**src/rtl/timer_pkg.sv**
```systemverilog
// Shared types and constants for the countdown timer.
// Latency: n/a (declarations only).
// Backpressure: n/a.
package timer_pkg;

   // Default count/load width in bits.
   localparam int TIMER_WIDTH = 16;

   // FSM state, 3-bit encoding.
   typedef logic [2:0] state_t;

   localparam state_t ST_IDLE    = 3'd0;
   localparam state_t ST_LOADED  = 3'd1;
   localparam state_t ST_RUN     = 3'd2;
   localparam state_t ST_PAUSE   = 3'd3;
   localparam state_t ST_EXPIRED = 3'd4;

endpackage

```
**src/rtl/tick_edge_detect.sv**
```systemverilog
// Rising-edge detector: rise is high while in is high and was low last cycle.
// Latency: rise is combinational from in; history register updates every edge.
// Backpressure: none; runs every cycle regardless of downstream state.
module tick_edge_detect (
   input  logic clk,
   input  logic rst_b,
   input  logic in,
   output logic rise
);

   logic prev;

   // Remember the previous-cycle level so a held-high input fires once.
   always_ff @(posedge clk) begin
      if (!rst_b) begin
         prev <= 1'b0;
      end else begin
         prev <= in;
      end
   end

   assign rise = in & ~prev;

endmodule

```
**src/rtl/countdown_timer.sv**
```systemverilog
// Loadable countdown timer driven by an external tick time base; TIMER_AUTORELOAD_EN enables periodic reload on expiry.
// Latency: a tick edge sampled in RUN updates count, done and expired on that same clock edge.
// Backpressure: none; control inputs act in priority order clear > load > stop > start > tick every cycle.
module countdown_timer
   import timer_pkg::*;
#(
   parameter int WIDTH = TIMER_WIDTH
) (
   input  logic             clk,
   input  logic             rst_b,
   input  logic             tick,
   input  logic             load,
   input  logic [WIDTH-1:0] load_val,
   input  logic             start,
   input  logic             stop,
   input  logic             clear,
   output logic [WIDTH-1:0] count,
   output logic             running,
   output logic             done,
   output logic             expired
);

   localparam logic [WIDTH-1:0] ONE = {{(WIDTH-1){1'b0}}, 1'b1};

   state_t           state;
   logic [WIDTH-1:0] reload;
   logic             tick_rise;
   logic             start_ok;

   // Edge detection runs in every state, so entering RUN with tick held high does not count.
   tick_edge_detect u_tick_edge (
      .clk   (clk),
      .rst_b (rst_b),
      .in    (tick),
      .rise  (tick_rise)
   );

   // start only has an effect from LOADED or PAUSE.
   assign start_ok = start && ((state == ST_LOADED) || (state == ST_PAUSE));

   assign running = (state == ST_RUN);

   // Main FSM and counter; done defaults low so it is a single-cycle pulse.
   always_ff @(posedge clk) begin
      if (!rst_b) begin
         state   <= ST_IDLE;
         count   <= '0;
         reload  <= '0;
         done    <= 1'b0;
         expired <= 1'b0;
      end else begin
         done <= 1'b0;
         if (clear) begin
            state   <= ST_IDLE;
            count   <= '0;
            expired <= 1'b0;
         end else if (load) begin
            state   <= ST_LOADED;
            count   <= load_val;
            reload  <= load_val;
            expired <= 1'b0;
         end else if (stop) begin
            // stop outranks start; it only changes state when running.
            if (state == ST_RUN) begin
               state <= ST_PAUSE;
            end
         end else if (start_ok) begin
            if (count == '0) begin
               // Nothing to count: expire immediately.
               state   <= ST_EXPIRED;
               done    <= 1'b1;
               expired <= 1'b1;
            end else begin
               state <= ST_RUN;
            end
         end else if (tick_rise && (state == ST_RUN)) begin
            if (count > ONE) begin
               count <= count - ONE;
            end else begin
               // Expiry edge (count 1 -> 0); a zero count here never wraps.
               done    <= 1'b1;
               expired <= 1'b1;
`ifdef TIMER_AUTORELOAD_EN
               if (reload != '0) begin
                  count <= reload;
               end else begin
                  count <= '0;
                  state <= ST_EXPIRED;
               end
`else
               count <= '0;
               state <= ST_EXPIRED;
`endif
            end
         end
      end
   end

endmodule

```
**config.mk**
```make
export PLATFORM = sky130hd
export DESIGN_NAME = countdown_timer
export DESIGN_NICKNAME = d
export VERILOG_FILES = /design/src/rtl/timer_pkg.sv /design/src/rtl/tick_edge_detect.sv /design/src/rtl/countdown_timer.sv
export SDC_FILE = /design/constraint.sdc
export NUM_CORES = 1
export LEC_CHECK = 0
export BUFFER_PORTS_ARGS = -buffer_cell sky130_fd_sc_hd__buf_4
export CORE_UTILIZATION = 45
export DETAILED_ROUTE_END_ITERATION = 8
export PLACE_DENSITY = 0.83
export SYNTH_ARGS = -nofsm -noshare
export SYNTH_HDL_FRONTEND = slang
export SYNTH_SLANG_ARGS = --single-unit
```
**constraint.sdc**
```tcl
create_clock -name clk -period 1.79 [get_ports clk]
set_input_delay 0.358 -clock clk [delete_from_list [all_inputs] [get_ports clk]]
set_output_delay 0.358 -clock clk [all_outputs]
set_load 0.05 [all_outputs]
```
# ---- After elaboration in Yosys (flattened, before gate mapping)
# Cells that the tools add are included.
dict set report op_classes {
  mux 20
  n_addsub 1
  n_eq_ne 11
  reduce_logical 15
  bitwise 4
  magnitude_cmp 1
}
# op count
set op_table {}
lappend op_table {{16-bit two-way mux} 5}
lappend op_table {{3-bit two-way mux} 6}
lappend op_table {{16-bit by 1-bit > comparator with 1-bit output (second input constant)} 1}
lappend op_table {{16-bit zero test} 1}
lappend op_table {{16-bit by 1-bit subtractor with 16-bit output (second input constant)} 1}
lappend op_table {{1-bit two-way mux} 9}
lappend op_table {{3-bit AND reduction} 3}
lappend op_table {{3-bit by 2-bit equality test with 1-bit output (second input constant)} 2}
lappend op_table {{2-bit inequality test (second input constant)} 3}
lappend op_table {{2-bit by 1-bit inequality test with 1-bit output (second input constant)} 2}
lappend op_table {{4-bit inequality test (second input constant)} 1}
lappend op_table {{4-bit AND reduction} 1}
lappend op_table {{2-bit nonzero test} 2}
lappend op_table {{4-bit nonzero test} 1}
lappend op_table {{4-bit OR reduction} 1}
lappend op_table {{3-bit by 1-bit equality test with 1-bit output (second input constant)} 1}
lappend op_table {{3-bit by 2-bit inequality test with 1-bit output (second input constant)} 1}
lappend op_table {{3-bit inequality test (second input constant)} 1}
lappend op_table {{1-bit NOT} 3}
lappend op_table {{3-bit nonzero test} 1}
lappend op_table {{3-bit OR reduction} 1}
lappend op_table {{1-bit logical AND} 2}
lappend op_table {{2-bit OR reduction} 1}
lappend op_table {{1-bit AND} 1}
lappend op_table {{1-bit logical OR} 1}
dict set report word_totals {
  in_bits 23
  output_inout_bits 19
  register_bits 22
}

# ---- Logic depth before layout (Yosys ltp)
dict set report logic_depth {
  depth_word 7
  depth_mapped 7
}

# ---- Cells and area by module
# A second synthesis with hierarchy kept.
dict set report unflattened {
  hier_cells 152
  area_unflattened_um2 1218.7
}
# module cells_each n_inst area_per_inst_um2
set by_module_without_submodules {}
lappend by_module_without_submodules {countdown_timer 149 1 1178.6}
lappend by_module_without_submodules {tick_edge_detect 3 1 40.0}

# ---- Worst setup path after synthesis
# OpenSTA, ideal clock, no wires.
dict set report synth_timing {
  path_kind {flip-flop to flip-flop}
  startpoint {register state[0]}
  endpoint {register count[8]}
  period_less_slack_ns 2.813
  n_path_buf 1
  path_slack_ns -1.023
  arrival_ns 2.739
  path_stages_with_launch 7
  cell_sequence {dfxtp_1 nor3b_1 nand2_1 clkbuf_1 nor4_1 o21ai_1 a31oi_1}
}
# element line_no
set synth_lines {}
lappend synth_lines {{from (decl)} countdown_timer.sv:25} ;# state_t state;
lappend synth_lines {{from (signal assigned)} countdown_timer.sv:46} ;# state <= ST_IDLE;
lappend synth_lines {{from (signal assigned)} countdown_timer.sv:54} ;# state <= ST_IDLE;
lappend synth_lines {{from (signal assigned)} countdown_timer.sv:58} ;# state <= ST_LOADED;
lappend synth_lines {{3-bit by 2-bit equality test with 1-bit output} n/a}
lappend synth_lines {{named net running} countdown_timer.sv:18} ;# output logic running,
lappend synth_lines {{1-bit logical AND} countdown_timer.sv:76} ;# end else if (tick_rise && (state == ST_RUN)) begin
lappend synth_lines {{2-bit nonzero test (no line)} n/a}
lappend synth_lines {{3-bit AND reduction (no line)} n/a}
lappend synth_lines {{to (signal assigned)} countdown_timer.sv:59} ;# count <= load_val;
lappend synth_lines {{to (signal assigned)} countdown_timer.sv:78} ;# count <= count - ONE;
lappend synth_lines {{to (decl)} countdown_timer.sv:17} ;# output logic [WIDTH-1:0] count,
# The timed path passes the listed nets, and every way through them passes these cells.
# A chain may end at the register's enable or synchronous reset.

# ---- Worst setup path after layout
dict set report layout_timing {
  startpoint {register count[7]}
  endpoint {register count[5]}
}
dict set report layout_via {
  elab_chain_len 6
}
# element line_no
set layout_rtl {}
lappend layout_rtl {{16-bit by 1-bit > comparator with 1-bit output} countdown_timer.sv:77} ;# if (count > ONE) begin
lappend layout_rtl {{16-bit two-way mux} countdown_timer.sv:77}
lappend layout_rtl {{16-bit two-way mux} countdown_timer.sv:76}
lappend layout_rtl {{16-bit two-way mux} countdown_timer.sv:67} ;# end else if (start_ok) begin
lappend layout_rtl {{16-bit two-way mux} countdown_timer.sv:62} ;# end else if (stop) begin
lappend layout_rtl {{16-bit two-way mux} countdown_timer.sv:57} ;# end else if (load) begin
# Every way passes these cells. The select of a mux whose other input is x is not followed.

==> results.md <==
- R2r startpoint: count[7]
- Pwr/cell area: 604 nW/µm²
- GR Layer Usage met2: 57.8%
- Initial antenna violation count: 0
- Htree depth: 1
- Initial core utilization: around half
- Worst setup endpoint: count[5]
- Crit path capture type: register
- Clock slew at reported path FFs: roughly 0.14 ns
- CTS tree: built
- Final-report hold violation count: 0
- Worst-Margin Slew: ~0.45 ns
- IO Pins: 42
- Share of cells above drive strength 1: 52.8%
- Clock Sinks: 22
- CP arrival: ~2.1 ns
- Fin Clk Skew: between 0.007 and 0.008 ns
- Inserted Clock Buffers: 3
- Post-synthesis net count: 198
- Max Buffers Root-to-Sink: 2
- Commonest non-fill, non-tap cell in the layout: buf_4
- N_diodes: 0
- Pre-antenna DRT Iters: 6
- Slew Viols, Final: 0
- MaxCap Viol Count: 0
- RR Endpoint: count[5]
- Critical Path Start Type: register
- Total congestion overflow: 0
- Area growth, synth to finish: 65.2%
- Outcome: complete, but fails checks
- CTS Hold Bufs: 0
- Avg Inst Size Synth: 7.90 µm²
- Die width: between 50 and 60 µm
- Post-Syn Area: 1360 µm²
- Worst Hold Class: input port to register
- Nets: 277
- Clock Tree Root: clkbuf_4
- # setup viols final: 19
- Number of flops mapped to enable cells by yosys: 0
- Main synth FF type: dfxtp_1
- FF+latch count, synth: 22
- Core area: roughly 2800 µm²
- Met1 Usage GRT: around 37%
- Crit Path Category: register to register
- Vias per std cell: 6.55
- Largest net degree at the start of global routing: 26
- Row count: 19
- Synth cell types: between 40 and 50
- First-pass GRT wire length: 8430 µm
- Die Y: between 50 and 60 µm
- YS warnings: 0
- 1st-iter DRT viols: approximately 120
- CP required: 2.00 ns
- Period utilisation layout: 106%
- Most frequent cells in the layout: buf_4 (79), nand2_1 (14), a21oi_1 (12), dfxtp_1 (12), a31oi_1 (9)
- Fmax: 0.527 GHz
- Vias post-DR: roughly 1800
- DP HPWL: between 3000 and 4000 µm
- Vias in the first global route: 1900
- Async SR Flop Fraction: 0%
- Die area: 3240 µm²
- Port buffer count: approximately 40
- WL/cell: around 19 µm
- Final wirelength: 5350 µm
- Dpl ws: -0.172 ns
- Slack of the critical path: -0.109 ns
- GPL Wtd Cong: 0.956
- Global routing's busiest layer: met2
- R2R cell count: 7
- Met3 usage: under 10%
- Sequential area share after synthesis: approximately a third
- CP max FO: 3
- Residual DRC count: 6
- Final Critical Period: between 1.5 and 2 ns
- Slew headroom: 69.5%
- ANT nets after route: 0
- Reg2reg setup slack: -0.11 ns
- Crit. Startpoint: count[7]
- Final core utilization: 80.0%
- Post-Layout Inst Area: approximately 2200 µm²
- Failing checks: DRC, setup timing
- Hold-critical path depth: 2
- Pleak: approximately 0.98 nW
- RSZ-0062 raised after global routing: yes
- Setup TNS: -1.05 ns
- Total track usage: 33.3%
- Placement Cell Area: roughly 2000 µm²
- Worst skew pair latency: between 0.3 and 0.4 ns
- Max IR drop VDD: 467 µV
- Synth Instances: between 150 and 200
## worst min-delay path by stage
stage                        from               end
after floorplan              tick  u_tick_edge.prev
after detailed placement  expired           expired
final                        tick  u_tick_edge.prev
after global routing         tick  u_tick_edge.prev
after CTS                    tick  u_tick_edge.prev
after global placement    expired           expired
## metal layers
layer	part of all wire (%)	vias to the layer above
li1	-	810
met1	36	843
met2	49	142
met3	8.7	46
met4	6.2	0
met5	0	-
## critical path, stage by stage, from the launching register on
cell and delay, ns:
dfxtp_4 0.36, or3_4 0.39, or3_4 0.37, buf_6 0.15, nor3_4 0.16, buf_6 0.13
o41a_1 0.15, a221oi_2 0.06
## layout make-up
cell class	instances	area, µm²
Multi-Input combinational cell	132	1010
Timing Repair Buffer	84	649
Fill cell	186	561
Sequential cell	22	468
Clock buffer	4	47.5
Tap cell	31	38.8
Inverter	8	30.0
## power breakdown
| part | switching (mW) | internal, mW | total (mW) |
|---|---|---|---|
| combinational | 0.269 | 0.226 | 0.495 |
| clock | 0.175 | 0.171 | 0.346 |
| sequential | 0.0154 | 0.500 | 0.516 |
| total | 0.459 | 0.897 | 1.36 |
## logic make-up after synthesis
| logic type | share of synthesized area [%] |
|---|---|
| AO/OA/AOI/OAI | 28.3 |
| adder cells (fa/ha/maj) | 2.76 |
| flip-flops | 32.4 |
| AND/OR/NAND/NOR | 30.8 |
| buffers and inverters | 5.80 |
## sequential cells by signal, summed over array words and instances (netlist names)
name / flops
count: 16
state: 3
done: 1
expired: 1
u_tick_edge.prev: 1
## timing repair
| action | 4_1_cts | 5_1_grt |
|---|---|---|
| setup buffers | 2 | 3 |
| cloned | 1 | 0 |
| resized for setup | 20 | 14 |
| pin swaps | 9 | 7 |
| endpoints found under the setup margin | 20 | 20 |
## synth_stat cells (all sizes together) (2+ instances only)
library cell,instances,area [µm²]
inv,8,30.0
and3,2,12.5
nand3,7,35.0
nor4,6,37.5
nor3,6,40.0
o21a,4,30.0
o31a,5,43.8
nor3b,3,22.5
a31oi,9,56.3
ha,3,37.5
o41ai,2,17.5
a21boi,2,15.0
a21oi,12,60.1
clkbuf,10,37.5
nand2,16,60.1
or3,4,35.0
and2,4,25.0
or4,3,22.5
or2,3,18.8
o21ai,12,60.1
nand4,2,12.5
a221oi,4,47.6
nand4b,3,26.3
nor2,8,30.0
dfxtp,22,440
a21o,2,15.0
## metrics by stage
stage	cells	power [mW]	hold WS [ns]
after detailed placement	271	0.910	0.469
after global routing	281	1.40	0.246
after global placement	271	0.894	0.454
final	281	1.36	0.238
after floorplan	172	0.737	0.480
after CTS	278	1.30	0.245
(Power assumes the default switching activity.)
